$ cat config.mk
export PLATFORM = sky130hd
export DESIGN_NAME = fetch_unit_flat
export DESIGN_NICKNAME = d
export VERILOG_FILES = /design/src/rtl/fetch_pkg.sv /design/src/rtl/fetch_if.sv /design/src/rtl/fetch_buffer.sv /design/src/rtl/rom.sv /design/src/rtl/fetch_unit.sv /design/src/flat_wrapper.sv
export SDC_FILE = /design/constraint.sdc
export NUM_CORES = 1
export LEC_CHECK = 0
export CAP_MARGIN = 10
export CORE_AREA = 2 2 133 135
export CTS_BUF_LIST = sky130_fd_sc_hd__clkbuf_16
export CTS_CLUSTER_DIAMETER = 200
export DETAILED_ROUTE_END_ITERATION = 12
export DIE_AREA = 0 0 135 137
export PLACE_DENSITY_LB_ADDON = 0.05
export SYNTH_ARGS = -nofsm -noshare
export SYNTH_HDL_FRONTEND = slang
export SYNTH_SLANG_ARGS = --single-unit
$ cat constraint.sdc
create_clock -name clk -period 6.5 [get_ports clk]
set_clock_uncertainty 0.05 [all_clocks]
set_input_delay 1.95 -clock clk [delete_from_list [all_inputs] [get_ports clk]]
set_output_delay 1.95 -clock clk [all_outputs]
set_load 0.03 [all_outputs]
$ cat src/rtl/fetch_pkg.sv
// Shared types and constants for the instruction-fetch front end.
package fetch_pkg;

  localparam int unsigned XLEN    = 32;
  localparam int unsigned PC_STEP = 4;

  typedef enum logic [1:0] {
    PCSRC_SEQ  = 2'b00,
    PCSRC_REL  = 2'b01,
    PCSRC_RSVD = 2'b10,
    PCSRC_ABS  = 2'b11
  } pcsrc_t;

  typedef struct packed {
    logic [XLEN-1:0] pc;
    logic [XLEN-1:0] instr;
  } fetch_entry_t;

endpackage

$ cat src/rtl/fetch_if.sv
// Fetch/decode boundary: redirect request from execute plus the instruction handshake.
interface fetch_if #(
  parameter int unsigned W = 32
);
  logic [1:0]   PCsrc;
  logic [W-1:0] BrPC;
  logic [W-1:0] IMM;
  logic [W-1:0] DOutAlu;
  logic         InstrReady;
  logic         InstrValid;
  logic [W-1:0] Instr;
  logic [W-1:0] InstrPC;

  modport master (
    input  PCsrc, BrPC, IMM, DOutAlu, InstrReady,
    output InstrValid, Instr, InstrPC
  );

  modport slave (
    output PCsrc, BrPC, IMM, DOutAlu, InstrReady,
    input  InstrValid, Instr, InstrPC
  );
endinterface

$ cat src/rtl/fetch_buffer.sv
// Prefetch FIFO of {pc, instr} pairs with a combinational head and synchronous flush.
module fetch_buffer
  import fetch_pkg::*;
#(
  parameter int unsigned DEPTH = 2
) (
  input  logic                         clk,
  input  logic                         rst,
  input  logic                         push,
  input  logic                         pop,
  input  logic                         flush,
  input  fetch_entry_t                 data_in,
  output fetch_entry_t                 data_out,
  output logic [$clog2(DEPTH+1)-1:0]   count
);

  localparam int unsigned PW = $clog2(DEPTH);
  localparam int unsigned CW = $clog2(DEPTH+1);

  fetch_entry_t   mem [DEPTH];
  logic [PW-1:0]  wr_ptr_reg;
  logic [PW-1:0]  rd_ptr_reg;
  logic [CW-1:0]  count_reg;

  // Storage has no reset; the count gates what is visible at the head.
  always_ff @(posedge clk) begin
    if (push && !flush && !rst) begin
      mem[wr_ptr_reg] <= data_in;
    end
  end

  always_ff @(posedge clk) begin
    if (rst || flush) begin
      wr_ptr_reg <= '0;
      rd_ptr_reg <= '0;
      count_reg  <= '0;
    end else begin
      if (push) wr_ptr_reg <= wr_ptr_reg + PW'(1);
      if (pop)  rd_ptr_reg <= rd_ptr_reg + PW'(1);
      case ({push, pop})
        2'b10:   count_reg <= count_reg + CW'(1);
        2'b01:   count_reg <= count_reg - CW'(1);
        default: count_reg <= count_reg;
      endcase
    end
  end

  assign data_out = (count_reg != '0) ? mem[rd_ptr_reg] : '0;
  assign count    = count_reg;

endmodule

$ cat src/rtl/rom.sv
// Combinational instruction ROM; the image is a fixed pattern derived from the address
// so every word is distinct and predictable.
module rom #(
  parameter int unsigned W = 32
) (
  input  logic [W-1:0] addr,
  output logic [W-1:0] data
);

  assign data = {addr[W/2-1:0], ~addr[W-1:W/2]};

endmodule

$ cat src/rtl/fetch_unit.sv
// Decoupled instruction-fetch stage: PC register, next-PC selection, ROM read and
// a prefetch buffer feeding decode over valid/ready, flushed on redirects.
module fetch_unit
  import fetch_pkg::*;
#(
  parameter int unsigned W        = 32,
  parameter int unsigned DEPTH    = 2,
  parameter logic [W-1:0] RESET_PC = '0
) (
  input  logic                         clk,
  input  logic                         rst,
  fetch_if.master                      bus,
  output logic [W-1:0]                 FetchPC,
  output logic [$clog2(DEPTH+1)-1:0]   Count
);

  localparam int unsigned CW = $clog2(DEPTH+1);

  pcsrc_t        pcsrc;
  logic          redirect;
  logic [W-1:0]  target_next;
  logic [W-1:0]  fetch_pc_reg;
  logic [W-1:0]  rom_data;
  logic          valid;
  logic          pop;
  logic          push;
  fetch_entry_t  entry_in;
  fetch_entry_t  head;

  assign pcsrc    = pcsrc_t'(bus.PCsrc);
  assign redirect = (pcsrc == PCSRC_REL) || (pcsrc == PCSRC_ABS);

  always_comb begin
    target_next = (pcsrc == PCSRC_REL) ? (bus.BrPC + bus.IMM) : bus.DOutAlu;
    target_next[1:0] = 2'b00;
  end

  // A redirect squashes everything buffered, so nothing may leave in that cycle.
  assign valid = (Count != '0) && !redirect;
  assign pop   = valid && bus.InstrReady;
  assign push  = !redirect && ((Count < CW'(DEPTH)) || pop);

  always_ff @(posedge clk) begin
    if (rst) begin
      fetch_pc_reg <= RESET_PC;
    end else if (redirect) begin
      fetch_pc_reg <= target_next;
    end else if (push) begin
      fetch_pc_reg <= fetch_pc_reg + W'(PC_STEP);
    end
  end

  rom #(.W(W)) u_rom (
    .addr (fetch_pc_reg),
    .data (rom_data)
  );

  assign entry_in.pc    = XLEN'(fetch_pc_reg);
  assign entry_in.instr = XLEN'(rom_data);

  fetch_buffer #(.DEPTH(DEPTH)) u_buffer (
    .clk      (clk),
    .rst      (rst),
    .push     (push),
    .pop      (pop),
    .flush    (redirect),
    .data_in  (entry_in),
    .data_out (head),
    .count    (Count)
  );

  assign bus.InstrValid = valid;
  assign bus.Instr      = W'(head.instr);
  assign bus.InstrPC    = W'(head.pc);
  assign FetchPC        = fetch_pc_reg;

endmodule

$ cat src/flat_wrapper.sv
// flat-port wrapper written by rule: the top's interface ports become plain ports
module fetch_unit_flat import fetch_pkg::*;
#(
  parameter int unsigned W        = 32,
  parameter int unsigned DEPTH    = 2,
  parameter logic [W-1:0] RESET_PC = '0
)
  (clk, rst, FetchPC, Count, bus_PCsrc, bus_BrPC, bus_IMM, bus_DOutAlu, bus_InstrReady, bus_InstrValid, bus_Instr, bus_InstrPC);
  fetch_if #(.W(W)) bus_i ();
  input  logic clk;
  input  logic rst;
  output logic [W-1:0] FetchPC;
  output logic [$clog2(DEPTH+1)-1:0] Count;
  input wire logic [$bits(bus_i.PCsrc)-1:0] bus_PCsrc;
  input wire logic [$bits(bus_i.BrPC)-1:0] bus_BrPC;
  input wire logic [$bits(bus_i.IMM)-1:0] bus_IMM;
  input wire logic [$bits(bus_i.DOutAlu)-1:0] bus_DOutAlu;
  input wire logic [$bits(bus_i.InstrReady)-1:0] bus_InstrReady;
  output wire logic [$bits(bus_i.InstrValid)-1:0] bus_InstrValid;
  output wire logic [$bits(bus_i.Instr)-1:0] bus_Instr;
  output wire logic [$bits(bus_i.InstrPC)-1:0] bus_InstrPC;
  assign bus_i.PCsrc = bus_PCsrc;
  assign bus_i.BrPC = bus_BrPC;
  assign bus_i.IMM = bus_IMM;
  assign bus_i.DOutAlu = bus_DOutAlu;
  assign bus_i.InstrReady = bus_InstrReady;
  assign bus_InstrValid = bus_i.InstrValid;
  assign bus_Instr = bus_i.Instr;
  assign bus_InstrPC = bus_i.InstrPC;
  fetch_unit #(.W(W), .DEPTH(DEPTH), .RESET_PC(RESET_PC)) u_core (.clk(clk), .rst(rst), .bus(bus_i), .FetchPC(FetchPC), .Count(Count));
endmodule
# Word-level counts from Yosys, hierarchy flattened
# Memory sizes are Yosys's and may differ from the RTL's. A register that Yosys moved wholly into a read port is not among the register bits.
# Index checks and enable logic that the tools add are counted.
[word_totals]
output_inout_bits = 99
word_cells = 41
mem_bits_rw = 128
register_bits = 36
inputBits = 101
memories = 1
[classes]
add_sub_neg = 6
eq_ne = 4
bitwise = 1
muxes = 9
n_lt_le_gt_ge = 1
n_reduce_logical = 14
[mem_list]
columns = ["name", "depth", "word_bits", "read_ports", "rd_clocked_by_memory_dff", "write_ports", "line", "source"]
rows = [
  ["u_core.u_buffer.mem", 2, 64, 1, 1, 1, "fetch_buffer.sv:20", "fetch_entry_t mem [DEPTH];"],
]
[op_table]
columns = ["op", "count"]
rows = [
  ["32-bit 2-to-1 mux", 3],
  ["64-bit 2-to-1 mux", 1],
  ["32-bit by 3-bit adder with 32-bit output (second input constant)", 1],
  ["32-bit adder", 1],
  ["16-bit NOT", 1],
  ["2-bit nonzero test", 3],
  ["1-bit logical AND", 5],
  ["2-bit by 1-bit == test with 1-bit output (second input constant)", 2],
  ["2-bit == test (second input constant)", 2],
  ["1-bit 2-to-1 mux", 4],
  ["2-bit one-hot mux with 2 select lines", 1],
  ["1-bit logical OR", 3],
  ["1-bit adder (second input constant)", 2],
  ["2-bit by 1-bit adder with 2-bit output (second input constant)", 1],
  ["1-bit zero test", 2],
  ["2-bit less-than comparator (second input constant)", 1],
  ["2-bit OR reduction", 1],
  ["2-bit by 1-bit subtractor with 2-bit output (second input constant)", 1],
]

# Depth between registers and ports, before layout
# Gate-level depths: netlist (run 1).
[logic_depth]
word_depth = 11
mapped_depth = 10
mapped_depth_nobuf = 10

# By module
# From an unflattened synthesis (run 1), not the netlist that was laid out.
[unflattened]
hier_cells = 829
area_unflattened_um2 = 8908.5
[modules_own_cells]
columns = ["module", "cells_each", "seq_area_each_um2", "instances", "area_each_um2"]
rows = [
  ["fetch_buffer", 291, 3943.8, 1, 5017.3],
  ["fetch_unit", 506, 600.6, 1, 3711.1],
  ["rom", 32, 0.0, 1, 180.2],
]

# Worst setup path after synthesis (run 1)
# No wires, ideal clock.
[synth_timing]
path_type = "input -> register"
start = "input bus_PCsrc[0]"
end = "memory u_core.u_buffer.mem[0][0] (netlist name) (enable)"
path_stages = 4
t_required_ns = 5.944
path_buffers = 1
arrival_ns = 6.028
setup_slack_ns = -0.084
setup_ns = 0.506
cell_sequence = "clkbuf_1 > nor2_1 > a21oi_1 > nor3_1"
[synth_between]
elab_chain_cells = 11
word_cells_on_any_way = 12
classes_between = "eq/ne: 2; mux: 2; reduce/logical: 8"
[synth_rtl]
columns = ["element", "line", "source"]
rows = [
  ["from (decl)", "flat_wrapper.sv:14", "input wire logic [$bits(bus_i.PCsrc)-1:0] bus_PCsrc;"],
  ["2-bit by 1-bit == test with 1-bit output / 2-bit == test (equally long branches)", "fetch_unit.sv:31", "assign redirect = (pcsrc == PCSRC_REL) || (pcsrc == PCSRC_ABS);"],
  ["1-bit logical OR (*)", "fetch_unit.sv:31", ""],
  ["1-bit zero test (*)", "fetch_unit.sv:39", "assign valid = (Count != '0) && !redirect;"],
  ["1-bit logical AND (*)", "fetch_unit.sv:39", ""],
  ["via bus_InstrValid", "flat_wrapper.sv:19", "output wire logic [$bits(bus_i.InstrValid)-1:0] bus_InstrValid;"],
  ["1-bit logical AND (*)", "fetch_unit.sv:40", "assign pop = valid && bus.InstrReady;"],
  ["1-bit logical OR (*)", "fetch_unit.sv:41", "assign push = !redirect && ((Count < CW'(DEPTH)) || pop);"],
  ["1-bit logical AND (*)", "fetch_unit.sv:41", ""],
  ["1-bit logical AND (*) (2 in series)", "fetch_buffer.sv:27", "if (push && !flush && !rst) begin"],
  ["1-bit 2-to-1 mux (*)", "fetch_buffer.sv:27", ""],
  ["1-bit 2-to-1 mux (implied by the code) (*)", "fetch_buffer.sv:28", "mem[wr_ptr_reg] <= data_in;"],
  ["to (decl)", "fetch_buffer.sv:20", ""],
]
# The timed path passes the listed nets; every way through them passes the cells marked *.

# Worst setup path in the final report (run 1)
[layout_timing]
start = "input bus_PCsrc[0]"
end = "output bus_InstrValid"
[layout_between]
elab_chain_cells = 4
word_cells_on_any_way = 5
classes_between = "eq/ne: 2; reduce/logical: 3"
[layout_rtl]
columns = ["element", "line"]
rows = [
  ["2-bit by 1-bit == test with 1-bit output / 2-bit == test (equally long branches)", "fetch_unit.sv:31"],
  ["1-bit logical OR (*)", "fetch_unit.sv:31"],
  ["1-bit zero test (*)", "fetch_unit.sv:39"],
  ["1-bit logical AND (*)", "fetch_unit.sv:39"],
  ["to (decl)", "flat_wrapper.sv:19"],
]
# Every way passes the cells marked *; elsewhere a longest branch is shown, timed or not.

==> results of run 1 <==
[layout by cell type (no fill, tap or decap), types with 4 or more instances in the layout]
master                            instances
sky130_fd_sc_hd__inv_1                   29
sky130_fd_sc_hd__o21a_1                   5
sky130_fd_sc_hd__conb_1                   6
sky130_fd_sc_hd__ha_1                    31
sky130_fd_sc_hd__a211oi_1                 8
sky130_fd_sc_hd__edfxtp_1                92
sky130_fd_sc_hd__nand2_1                 47
sky130_fd_sc_hd__a21o_2                   4
sky130_fd_sc_hd__a21oi_1                 36
sky130_fd_sc_hd__mux2i_1                 48
sky130_fd_sc_hd__nand3_1                  9
sky130_fd_sc_hd__or3_1                    4
sky130_fd_sc_hd__clkbuf_16               17
sky130_fd_sc_hd__o21ai_0                 23
sky130_fd_sc_hd__and4_1                   4
sky130_fd_sc_hd__nor2_1                 100
sky130_fd_sc_hd__buf_4                    6
sky130_fd_sc_hd__o22ai_1                  6
sky130_fd_sc_hd__bufinv_16                5
sky130_fd_sc_hd__nand2b_1                 4
sky130_fd_sc_hd__o211a_1                  5
sky130_fd_sc_hd__a31oi_1                 10
sky130_fd_sc_hd__nor3_1                   6
sky130_fd_sc_hd__dfxtp_1                 34
sky130_fd_sc_hd__nand4_1                 15
sky130_fd_sc_hd__xor2_1                  20
sky130_fd_sc_hd__inv_6                    5
sky130_fd_sc_hd__o211ai_1                18
sky130_fd_sc_hd__and3_1                   7
sky130_fd_sc_hd__clkdlybuf4s50_1        190
sky130_fd_sc_hd__o21bai_1                 4
sky130_fd_sc_hd__nor2b_1                  4
sky130_fd_sc_hd__a21o_1                  14
sky130_fd_sc_hd__xnor2_1                 37
[worst paths after layout]
| check | to | from | slack, ps |
|---|---|---|---|
| max | bus_InstrValid | bus_PCsrc[0] | 1600 |
| min | u_core.u_buffer.mem[0][59]$_DFFE_PP_ | u_core.FetchPC[27]$_SDFFE_PP0P_ | 460 |
| max reg2reg | u_core.u_buffer.mem[1][47]$_DFFE_PP_ | u_core.u_buffer.count[1]$_SDFFE_PP0P_ | 3400 |
| min reg2reg | u_core.u_buffer.mem[0][59]$_DFFE_PP_ | u_core.FetchPC[27]$_SDFFE_PP0P_ | 460 |
[routing by layer]
metal / share of wire (%) / track usage, % / vias up
met2: 50 / 35.82 / 173
met1: 45 / 27.04 / 2843
li1: - / - / 2966
met4: 1.0 / 6.250 / 2
met3: 4.0 / 3.519 / 18
met5: 0.067 / 0 / -
[kinds of logic after synthesis]
family,count (synthesis),synth area share [%]
buffers and inverters,102,7.612
and+or+nand+nor,225,14.29
AOI/OAI and AO/OA,157,14.27
muxes,48,6.327
adders and majority gates,32,5.273
other,1,0.04938
DFF,127,45.61
xor gates and xnor gates,57,6.574
[layout make-up]
class | instances | share of cell area, %
multi-input combinational | 525 | 35.68
clock buffer | 17 | 4.233
sequential | 127 | 34.47
inverter | 29 | 1.083
clock inverter | 15 | 2.303
timing repair buffer | 197 | 19.42
tap | 225 | 2.801
[metrics by stage]
| step | hold slack, ps | worst slack (ps) | utilization, % |
|---|---|---|---|
| detailed placement | 443.5 | 1508 | 55.07 |
| global placement | 437.5 | 1568 | 55.07 |
| finish | 457.3 | 1598 | 58.92 |
| CTS | 461.3 | 1584 | 58.92 |
| global route | 475.7 | 1479 | 58.92 |
| floorplan | 422.5 | 1337 | - |
[worst max-delay path, delay by kind of cell]
| kind | cells | cell delay, ps |
|---|---|---|
| simple gates | 1 | 140 |
| buf+inv | 2 | 800 |
[report_power, final]
part / internal [mW] / total, mW / leakage [nW] / switching, mW
logic: 0.261 / 0.601 / 2.19 / 0.340
clock network: 0.686 / 1.05 / 0.321 / 0.364
registers: 0.922 / 0.966 / 1.13 / 0.0444
total: 1.87 / 2.62 / 3.65 / 0.748
==> impl_summary.md, run 1 <==
Timing
Setup violations remaining at the end of the flow were counted as 0. In the final timing run, aggregate negative setup slack is 0 ps. The final-report hold violation count came to 0.

Setup repair after global routing left no endpoint under its margin. Static timing analysis puts the maximum clock frequency at 0.2040 GHz. After layout, the worst path uses between 70 and 80% of the clock period.

The slew at the pin closest to its max-slew limit is ~1100 ps. The number of max-slew violations in the final report came to 0. The shortest period the worst path allows is roughly 4900 ps. Measured against its own limit, the worst slew margin works out to a little under a quarter.

Critical path
For the worst setup path, the data arrival time is 2900 ps. For the worst flop-to-flop path, the logic depth is 6. The worst setup path is launched from an input port. The critical path goes through buf_2, nor2_1, clkdlybuf4s50_1. The maximum fanout count along the critical path is 2. On the worst path, the slowest cell contributes a delay of about 700 ps. The data required time at the worst endpoint is approximately 4500 ps. The kind of end point of the critical path is an output port. The setup path with the least slack is of type in2out. The slowest stage of the critical path belongs to the cell sky130_fd_sc_hd__clkdlybuf4s50_1.

Die
The total die area is 18500 sq um. The number of core rows is 48. In this run the horizontal extent of the chip is about 140 um.

In this run the count of I/O pins placed on the die edge is 200. The initial utilization of the core area, before any placement, comes to roughly 45%. From bottom edge to top edge, the die measures 137 um. The placeable core region is between 15000 and 20000 sq um.

Placement
At the end of routability-driven placement, the weighted congestion stood at 0.8467. During placement, the flow inserted port buffers numbering roughly 190. The placed wire-length estimate after detailed placement is about 14000 um.

Once placement completed, the tool counted placed cells totaling approximately 1100. The post-place instance area is around 9400 sq um.

Clock network
The number of clock buffers added by TritonCTS is 17. The count of H-tree levels built during CTS is 4. The clock-pin slew reported for the worst setup and hold paths after clock tree synthesis is 60 ps. The buffer cell driving the clock tree root is sky130_fd_sc_hd__clkbuf_16.

The quantity of gates resized following cts is 0. The clock latency at the later pin of the worst-skew pair is approximately 420 ps. The number of buffers inserted by hold repair at cts is 0. Clock tree synthesis found a total of roughly 130 sinks.

The clock tree from TritonCTS is yes. Buffers added to address setup during post-CTS repair amount to 0. The number of buffers on the longest clock path is 2.

Route
In this run the remaining antenna-violating nets after routing total 0. For this block, the via count after detailed routing is 6002. The DRC violation count after routing is 0. The routed via count divided by cell count is about 5.3. In the final routed layout, each cell accounts on average for 17.13 um.

For this block, the initial DRC count from the detailed router was 301. The routed wire length is just under 20000 um. The number of detailed-routing iterations run before antenna repair is 5.

Layout
The register with the most flip-flops in the layout has 92 of them. Once layout is done, the placed cells without fillers occupy 10050 sq um. For this run, the post-layout net count is 1030. 0 antenna diodes ended up in the layout. The layout has approximately 1500 filler cells. The footprint of the multi-input gates is 3586 sq um.

Across the whole layout, storage elements account for around 3500 sq um. The ratio of cells with drive above 1 in the final layout is 7.253%. The area growth from synthesis to layout is 32.34%. The number of standard cells in the layout, taps in and fillers out is between 1000 and 1500.

Synth
The flip-flop and latch count after synthesis is 127. Summing the sequential cell areas from Yosys gives a little under half of the chip area. Sorting the synthesized cells by how often they occur yields 100 x sky130_fd_sc_hd__nor2_1, 92 x sky130_fd_sc_hd__edfxtp_1, 48 x sky130_fd_sc_hd__mux2i_1, 47 x sky130_fd_sc_hd__nand2_1, 37 x sky130_fd_sc_hd__xnor2_1. The post-synth design cell area is around 7600 sq um. The average size of a mapped cell is 10.14 sq um.

The most area-hungry cell type in the Yosys netlist is sky130_fd_sc_hd__edfxtp_1. The number of flops mapped to enable cells by yosys is approximately 90. The cell count after synthesis came out at roughly 750. The most common flop cell mapped by yosys is sky130_fd_sc_hd__edfxtp_1. After synthesis, the cell types taking the most area are sky130_fd_sc_hd__edfxtp_1 36%, sky130_fd_sc_hd__dfxtp_1 9.2%, sky130_fd_sc_hd__mux2i_1 6.3%. Yosys printed 0 warnings. After synthesis, the share of flip-flops with an asynchronous set or reset is 0%. The top cell type by area accounts for roughly 36% of the synthesized area.

Among all cell types in the netlist, the one instantiated most often is sky130_fd_sc_hd__nor2_1. The number of library cell types mapped by synthesis is 73.

Min path
Counting instances, the worst hold path has a depth of 0. In this run the worst hold path is classified as reg2reg.

Run
Max-cap violations in this run came to 0.

Global route
The initial antenna violation count is 1. The pin count of the biggest net entering global routing is between 60 and 70. The remaining global-route overflow is 0. In the global route stage, overall resource usage came out at a little over a fifth.

The global-route wire length before repair is around 30000 um. The via count of the first global-routing pass is approximately 5800.

Pwr
In this run the static leakage power is roughly 3.6 nW. The worst ir drop on vdd is around 0.15 mV. The total power draw is approximately 2.6 mW. In this run the power density over the cells is ~260 nW/um^2.

Outcome
The flow ran to the end, and the final reports show no timing, DRC or antenna violations.
(Power assumes the default switching activity.)
==> inputs of run 2 (changes only) <==
Settings changed: CORE_AREA 2 2 133 135 to 2 2 127 129, DIE_AREA 0 0 135 137 to 0 0 129 131.
Clock period 6.5 ns to 4.82 ns, I/O delays scaled along.
==> run 2 against run 1 <==
Net effect:
- first-iteration DRC count rose by 33%
- worst hold slack got worse by 9.0 ps
- setup slack got worse by 840 ps
- design area fell by 1.2%
- die area fell by 8.6%
- cell count fell by 0.62%
- via count fell by 0.42%
==> impl_summary.md, run 2 (synthesis gave the netlist of run 1 again) <==
Critical path
The maximum fanout count along the critical path is 48 (was 2). The launch instance of the worst register-to-register path is u_core.u_buffer.count[1]$_SDFFE_PP0P_ (unchanged). The arrival time at the worst endpoint came to 2560 ps (was 2900 ps). The source of the critical timing path is u_core.u_buffer.count[1]$_SDFFE_PP0P_ (was bus_PCsrc[0]).

The logic depth of the worst register-to-register path is 10 (was 6). The type of the worst setup path is reg2out (was in2out). The slowest library cell on the worst path is sky130_fd_sc_hd__ha_2 (was sky130_fd_sc_hd__clkdlybuf4s50_1). Critical path cell sequence: inv_1, ha_2, nor2_1, clkdlybuf4s50_1 (was buf_2, nor2_1, clkdlybuf4s50_1). The largest stage delay on the critical path is 840 ps (was 700 ps).

The reg2reg setup slack came to 1620 ps (was 3400 ps). The startpoint type of the worst setup path is a flop (was input port). The data required time at the worst endpoint is 3320 ps (was 4500 ps).

The kind of end point of the critical path is an output port (unchanged). The count of buffering cells on the critical path with inverters included is 2 (unchanged). The largest delay contributor family on the critical path is adder cells (was buffers and inverters).

The reg-to-reg endpoint is u_core.FetchPC[20]$_SDFFE_PP0P_ (was u_core.u_buffer.mem[1][47]$_DFFE_PP_).

Timing
In the finished design, the share of the clock period the worst path needs comes to 84.19%. The tightest slew margin relative to the limit is 33.70% (was 23.77%). After layout, the minimum clock period comes to roughly 4000 ps.

RSZ-0062 raised after global routing: no (unchanged). The number of max-slew violations in the final report is 0 (unchanged). The slew at the pin closest to its max-slew limit is 994.5 ps (was 1143 ps).

The final-report hold violation count came to 0 (unchanged). The final number of setup-violating endpoints is 0 (unchanged). Derived from the worst setup path, the maximum achievable clock frequency is between 0.2 and 0.25 GHz. The final setup TNS was 0 ps (unchanged).

Die
The initial core utilization came to 48.68% (was 44.52%). The placeable core region is 15600 sq um (was 17060 sq um). The die height came to 131 um (was 137 um). The total die area came to 16900 sq um (was 18500 sq um).

The horizontal die dimension came to 129 um (was 135 um). The number of ports placed on the die boundary came to 200 (unchanged). The number of core rows is 46 (was 48).

Route
The residual antenna-violating net count after detailed routing is 0 (unchanged). The met2 layer wire length in the routed design is 9629 um (was 9676 um). The topmost layer with routed signal wires is met4 (was met5). The number of DRC violations after detailed-routing iteration 0 was 401 (was 301). The routed via count divided by cell count is 5.299 (was 5.288).

The routed wire length is 18920 um (was 19440 um). The amount of wire on met3 after detailed routing is 832 um (was 779 um). The routed length per instance came to 16.77 um (was 17.13 um). The number of detailed-routing iterations run before antenna repair came to 4 (was 5). The met1 wire length is 8197 um (was 8768 um). The DRC violation count after routing is 0 (unchanged).

The total vias in the final route was 5977 (was 6002).

Layout
The most frequent standard cell in the layout excluding fill and tap cells was sky130_fd_sc_hd__clkdlybuf4s50_1 (unchanged). The ratio of cells with drive above 1 in the final layout came to 6.798% (was 7.253%). The antenna diode count is 0 (unchanged).

The number of flip-flops under the largest register name is 92 (unchanged). The area added between synthesis and finish was 30.78% (was 32.34%). The number of standard cells in the layout, taps in and fillers out is 1128 (was 1135). Commonest cells after routing, fill and taps aside: 190 x sky130_fd_sc_hd__clkdlybuf4s50_1, 100 x sky130_fd_sc_hd__nor2_1, 92 x sky130_fd_sc_hd__edfxtp_1, 48 x sky130_fd_sc_hd__mux2i_1, 47 x sky130_fd_sc_hd__nand2_1 (unchanged). The final net count is 1032 (was 1030).

Placement
The final weighted congestion of routability-driven global placement is 0.8563 (was 0.8467). The total placed cells including tap cells is 1096 (was 1103). The number of I/O port buffers is 191 (unchanged). The placed wire-length estimate after detailed placement came to 14070 um (was 14490 um).

Clock network
The clock tree from TritonCTS is yes (unchanged). The count of H-tree levels built during CTS is 4 (unchanged). The number of sinks on the clock net is 127 (unchanged).

The number of buffers on the longest clock path is 2 (unchanged). The clock latency at the later pin of the worst-skew pair is 410 ps (was 420 ps). The quantity of gates resized following cts was 0 (unchanged). The buffer cell driving the clock tree root is sky130_fd_sc_hd__clkbuf_16 (unchanged).

The number of buffers inserted by hold repair at cts is 0 (unchanged). The number of buffers created by CTS came to 17 (unchanged). The number of buffers inserted by post-CTS setup repair is 0 (unchanged). The clock-pin slew reported for the worst setup and hold paths after clock tree synthesis is 50 ps (was 60 ps).

Pwr
The total power draw is 3.177 mW (was 2.617 mW). The leakage power was 3.612 nW (was 3.646 nW). The power density over cell area is 319.9 nW/um^2 (was 260.4 nW/um^2).

The worst ir drop on vdd is 0.1784 mV (was 0.1480 mV).

Global route
The remaining global-route overflow is 0 (unchanged). The pin count of the biggest net entering global routing is 62 (unchanged). The global-route wire length before repair is 29360 um (was 30150 um). The total global routing track utilization came to 22.31% (was 20.83%). The via count of the first global-routing pass is 5863 (was 5763). The initial antenna violation count is 0 (was 1).

Min path
The worst min-delay path startpoint is u_core.FetchPC[29]$_SDFFE_PP0P_ (was u_core.FetchPC[27]$_SDFFE_PP0P_). The hold-critical path depth is 0 (unchanged). The worst min-delay path category is reg2reg (unchanged). The endpoint of the worst hold path was u_core.u_buffer.mem[0][61]$_DFFE_PP_ (was u_core.u_buffer.mem[0][59]$_DFFE_PP_).

Outcome
Run status: finished clean (unchanged).

Run
The count of max-cap constraint violations came to 0 (unchanged).
run 2: cell count changes in the layout (fill, tap and decap cells not counted):
cell	delta
sky130_fd_sc_hd__inv_6	-5
sky130_fd_sc_hd__buf_4	-1
sky130_fd_sc_hd__clkinvlp_4	+1
sky130_fd_sc_hd__clkinv_2	+6
sky130_fd_sc_hd__clkinv_4	-3
sky130_fd_sc_hd__clkinv_1	+1
sky130_fd_sc_hd__buf_12	+3
sky130_fd_sc_hd__inv_1	+5
sky130_fd_sc_hd__bufinv_16	-5
run 2: metrics by stage:
step / worst slack, ps / util (%) / area, sq um / hold WS (ps)
floorplan: 161.3 / - / 7617 / 422.5
global placement: 543.6 / 60.48 / 9434 / 436.2
detailed placement: 490.7 / 60.48 / 9434 / 447.3
CTS: 735.9 / 63.67 / 9931 / 452.5
global route: 593.0 / 63.67 / 9931 / 469.3
finish: 762.0 / 63.67 / 9931 / 448.3
run 2: worst max path at each step:
stage | slack [ps] | endpoint | cells after the start
after floorplan | 160 | u_core.u_buffer.mem[0][0]$_DFFE_PP_ | 4
after global placement | 540 | u_core.FetchPC[27]$_SDFFE_PP0P_ | 10
after detailed placement | 490 | u_core.FetchPC[21]$_SDFFE_PP0P_ | 10
after CTS | 740 | bus_Instr[26] | 4
after global routing | 590 | bus_InstrPC[12] | 4
final | 760 | bus_InstrPC[12] | 4
run 2: final cells by class:
cell class	count	area (sq um)
Tap cell	216	270.3
Timing Repair Buffer	199	2004
Multi-Input combinational cell	525	3586
Inverter	29	108.9
Clock buffer	17	425.4
Clock inverter	15	71.32
Fill cell	1282	5667
Sequential cell	127	3465
run 2: power by group:
part | internal, mW | switching [mW] | total [mW]
logic | 0.355 | 0.458 | 0.813
registers | 1.24 | 0.0577 | 1.30
clock network | 0.634 | 0.430 | 1.06
total | 2.23 | 0.945 | 3.18
run 2: layer usage:
layer	vias up	GRT usage, %
li1	2971	-
met3	20	4.194
met1	2820	27.99
met4	0	6.330
met5	-	0
met2	166	39.53
==> inputs of run 3 (changes only) <==
Settings changed: CORE_AREA 2 2 127 129 to 2 2 133 135, DIE_AREA 0 0 129 131 to 0 0 135 137.
Clock period 4.82 ns to 3.28 ns, I/O delays scaled along.
==> run 3 against run 2 <==
Net effect:
- sequential power rose by 46%
- non-clock buffer count rose by 91
- worst hold slack improved by 14 ps
- setup slack got worse by 710 ps
- flip-flop and latch count did not move
- combinational power rose by 71%
- utilization rose by 0.86 points
- design area rose by 11%
- via count rose by 5.4%
- cell count rose by 8.9%
- largest power group unchanged
- global-route usage rose by 0.34 points
- total power rose by 61%
==> impl_summary.md, run 3 (synthesis gave the netlist of run 1 again) <==
Route
The routed wire length is 20840 um (was 18920 um). The routed via count divided by cell count is 5.132 (was 5.299). The routed length per instance is 16.97 um (was 16.77 um). The DRC violation count after routing came to 0 (unchanged). The number of DRC violations after detailed-routing iteration 0 is 325 (was 401). The residual antenna-violating net count after detailed routing is 0 (unchanged). The total vias in the final route was 6302 (was 5977).

The number of detailed-routing iterations run before antenna repair is 4 (unchanged).

Critical path
Among the stages of the critical path, the cell type that occurs most often is sky130_fd_sc_hd__and3_4. The launch instance of the worst register-to-register path is u_core.u_buffer.count[1]$_SDFFE_PP0P_ (unchanged). The source of the critical timing path is bus_IMM[13] (was u_core.u_buffer.count[1]$_SDFFE_PP0P_). The arrival time at the worst endpoint is 3470 ps (was 2560 ps). The data required time at the worst endpoint is 3520 ps (was 3320 ps).

The kind of end point of the critical path is a flop (was output port). The maximum fanout count along the critical path is 4 (was 48). The largest stage delay on the critical path came to 400 ps (was 840 ps). The logic depth of the worst register-to-register path is 12 (was 10). The startpoint type of the worst setup path is an input port (was flop). The count of buffering cells on the critical path with inverters included was 2 (unchanged).

The largest delay contributor family on the critical path is simple AND/OR/NAND/NOR gates (was adder cells). The type of the worst setup path is in2reg (was reg2out). The slowest library cell on the worst path is sky130_fd_sc_hd__clkdlybuf4s50_1 (was sky130_fd_sc_hd__ha_2).

The cell depth of the worst setup path is 11 (was 4). Critical path cell sequence: clkdlybuf4s50_1, ha_1, and3_4, nor3b_4, a32oi_4, and3_4, nand3b_1, a311oi_2, xor2_1, buf_4, o22ai_1 (was inv_1, ha_2, nor2_1, clkdlybuf4s50_1).

Layout
The number of flip-flops under the largest register name is 92 (unchanged). The area added between synthesis and finish is 44.95% (was 30.78%). Commonest cells after routing, fill and taps aside: 150 x sky130_fd_sc_hd__clkdlybuf4s50_1, 99 x sky130_fd_sc_hd__nor2_1, 94 x sky130_fd_sc_hd__buf_4, 92 x sky130_fd_sc_hd__edfxtp_1, 48 x sky130_fd_sc_hd__mux2i_1 (was 190 x sky130_fd_sc_hd__clkdlybuf4s50_1, 100 x sky130_fd_sc_hd__nor2_1, 92 x sky130_fd_sc_hd__edfxtp_1, 48 x sky130_fd_sc_hd__mux2i_1, 47 x sky130_fd_sc_hd__nand2_1). The final net count came to 1123 (was 1032).

The antenna diode count is 0 (unchanged). The ratio of cells with drive above 1 in the final layout is 17.85% (was 6.798%). The most frequent standard cell in the layout excluding fill and tap cells is sky130_fd_sc_hd__clkdlybuf4s50_1 (unchanged). The number of standard cells in the layout, taps in and fillers out was 1228 (was 1128). The final design instance area without fill is 11010 sq um (was 9931 sq um).

Die
The placeable core region is 17060 sq um (was 15600 sq um). The horizontal die dimension came to 135 um (was 129 um). The number of core rows came to 48 (was 46). The initial core utilization was 44.52% (was 48.68%). The die height was 137 um (was 131 um). The total die area is 18500 sq um (was 16900 sq um). The number of ports placed on the die boundary is 200 (unchanged).

Run
The count of max-cap constraint violations came to 0 (unchanged).

Global route
The initial antenna violation count is 1 (was 0). The global-route wire length before repair is 32500 um (was 29360 um). The total global routing track utilization is 22.65% (was 22.31%). The remaining global-route overflow was 0 (unchanged). The pin count of the biggest net entering global routing came to 60 (was 62). The via count of the first global-routing pass is 6278 (was 5863).

Outcome
Run status: finished clean (unchanged).

Min path
The worst min-delay path startpoint is u_core.FetchPC[29]$_SDFFE_PP0P_ (unchanged). The hold-critical path depth is 0 (unchanged). The worst min-delay path category is reg2reg (unchanged).

Clock network
The number of buffers created by CTS is 17 (unchanged). The number of sinks on the clock net was 127 (unchanged). The number of buffers inserted by hold repair at cts came to 0 (unchanged). The clock tree from TritonCTS is yes (unchanged). The clock latency at the later pin of the worst-skew pair came to 410 ps (about the same).

The number of buffers on the longest clock path is 2 (unchanged). The count of H-tree levels built during CTS came to 4 (unchanged). The buffer cell driving the clock tree root is sky130_fd_sc_hd__clkbuf_16 (unchanged). The clock-pin slew reported for the worst setup and hold paths after clock tree synthesis is 60 ps (was 50 ps).

Timing
The part of the cycle the worst path needs is 98.51%. The shortest period the worst path allows is approximately 3200 ps. The achievable clock frequency is around 0.31 GHz. The final-report hold violation count is 0 (unchanged). The final number of setup-violating endpoints is 0 (unchanged). The slew at the pin closest to its max-slew limit was 580.6 ps (was 994.5 ps).

The number of max-slew violations in the final report is 0 (unchanged). RSZ-0062 raised after global routing: yes (was no). The tightest slew margin relative to the limit was 61.21% (was 33.70%).

Pwr
The worst ir drop on vdd is 0.2435 mV (was 0.1784 mV). The leakage power is 4.665 nW (was 3.612 nW). The total power draw is 5.131 mW (was 3.177 mW). The power density over cell area was 466.2 nW/um^2 (was 319.9 nW/um^2).

Placement
The final weighted congestion of routability-driven global placement is 0.8795 (was 0.8563). The placed wire-length estimate after detailed placement is 15710 um (was 14070 um). The total placed cells including tap cells is 1189 (was 1096). The post-place instance area is 10100 sq um (was 9434 sq um). The number of I/O port buffers came to 191 (unchanged).
-- run 3: cell count changes in the layout (fill, tap and decap cells not counted), moves of 3 or more --
cell,before,now
sky130_fd_sc_hd__ha_1,31,27
sky130_fd_sc_hd__buf_4,5,94
sky130_fd_sc_hd__inv_6,0,4
sky130_fd_sc_hd__ha_4,0,4
sky130_fd_sc_hd__clkinv_2,6,3
sky130_fd_sc_hd__dlygate4sd2_1,0,5
sky130_fd_sc_hd__clkinv_4,0,4
sky130_fd_sc_hd__clkdlybuf4s50_1,190,150
sky130_fd_sc_hd__dlymetal6s2s_1,0,35
sky130_fd_sc_hd__inv_1,34,28
-- run 3: cell type report --
| type | instances | area, sq um |
|---|---|---|
| clock buffers | 17 | 425.4 |
| repair buffers | 290 | 2801 |
| clock inverters | 15 | 160.2 |
| flip-flops and latches | 127 | 3465 |
| fillers | 1390 | 6050 |
| inverters | 29 | 108.9 |
| well taps | 225 | 281.5 |
| multi-input cells | 525 | 3765 |
-- run 3: stage by stage --
stage / utilization, % / hold slack [ps] / setup WS, ps / TNS [ps]
after floorplan: - / 422.5 / 31.37 / 0
after global placement: 59.19 / 436.5 / -516.7 / -5426
after detailed placement: 59.19 / 446.7 / -523.6 / -5654
after CTS: 63.22 / 462.3 / 0.8673 / 0
after global routing: 64.53 / 492.1 / -65.11 / -93.91
final: 64.53 / 462.8 / 48.91 / 0
-- run 3: worst register-to-register path: stages, from the launching register on --
cell and delay (ps):
sky130_fd_sc_hd__dfxtp_1 370, sky130_fd_sc_hd__inv_1 110, sky130_fd_sc_hd__ha_4 290, sky130_fd_sc_hd__buf_16 220, sky130_fd_sc_hd__nand2b_1 210, sky130_fd_sc_hd__o21ai_1 150, sky130_fd_sc_hd__buf_4 180, sky130_fd_sc_hd__nand4_1 160
sky130_fd_sc_hd__nor2_1 260, sky130_fd_sc_hd__nand4_1 160, sky130_fd_sc_hd__xnor2_1 190, sky130_fd_sc_hd__o22ai_1 100, sky130_fd_sc_hd__a211oi_1 240
-- run 3: routing by layer --
metal	share of wire [%]	global-route usage, %	vias to the layer above
li1	-	-	3159
met1	43	28.87	2975
met2	51	39.71	148
met3	4.2	3.481	18
met4	1.0	7.002	2
met5	0.077	0	-
-- run 3: timing repair --
item	in CTS	in global routing
setup endpoints to repair	64	72
buffers inserted	4	3
resized for setup	15	50
endpoints found under the hold margin	0	0
pin swaps	13	15
-- run 3: path summary, 6_finish.rpt --
| path | to | slack, ps |
|---|---|---|
| max | u_core.FetchPC[27]$_SDFFE_PP0P_ | 50 |
| min | u_core.u_buffer.mem[0][61]$_DFFE_PP_ | 460 |
| max reg2reg | u_core.FetchPC[20]$_SDFFE_PP0P_ | 510 |
| min reg2reg | u_core.u_buffer.mem[0][61]$_DFFE_PP_ | 460 |
-- run 3: where the power goes --
part,leakage [nW],switching (mW),internal (mW)
combinational,3.25,0.742,0.647
sequential,1.13,0.0755,1.83
clock,0.284,0.715,1.13
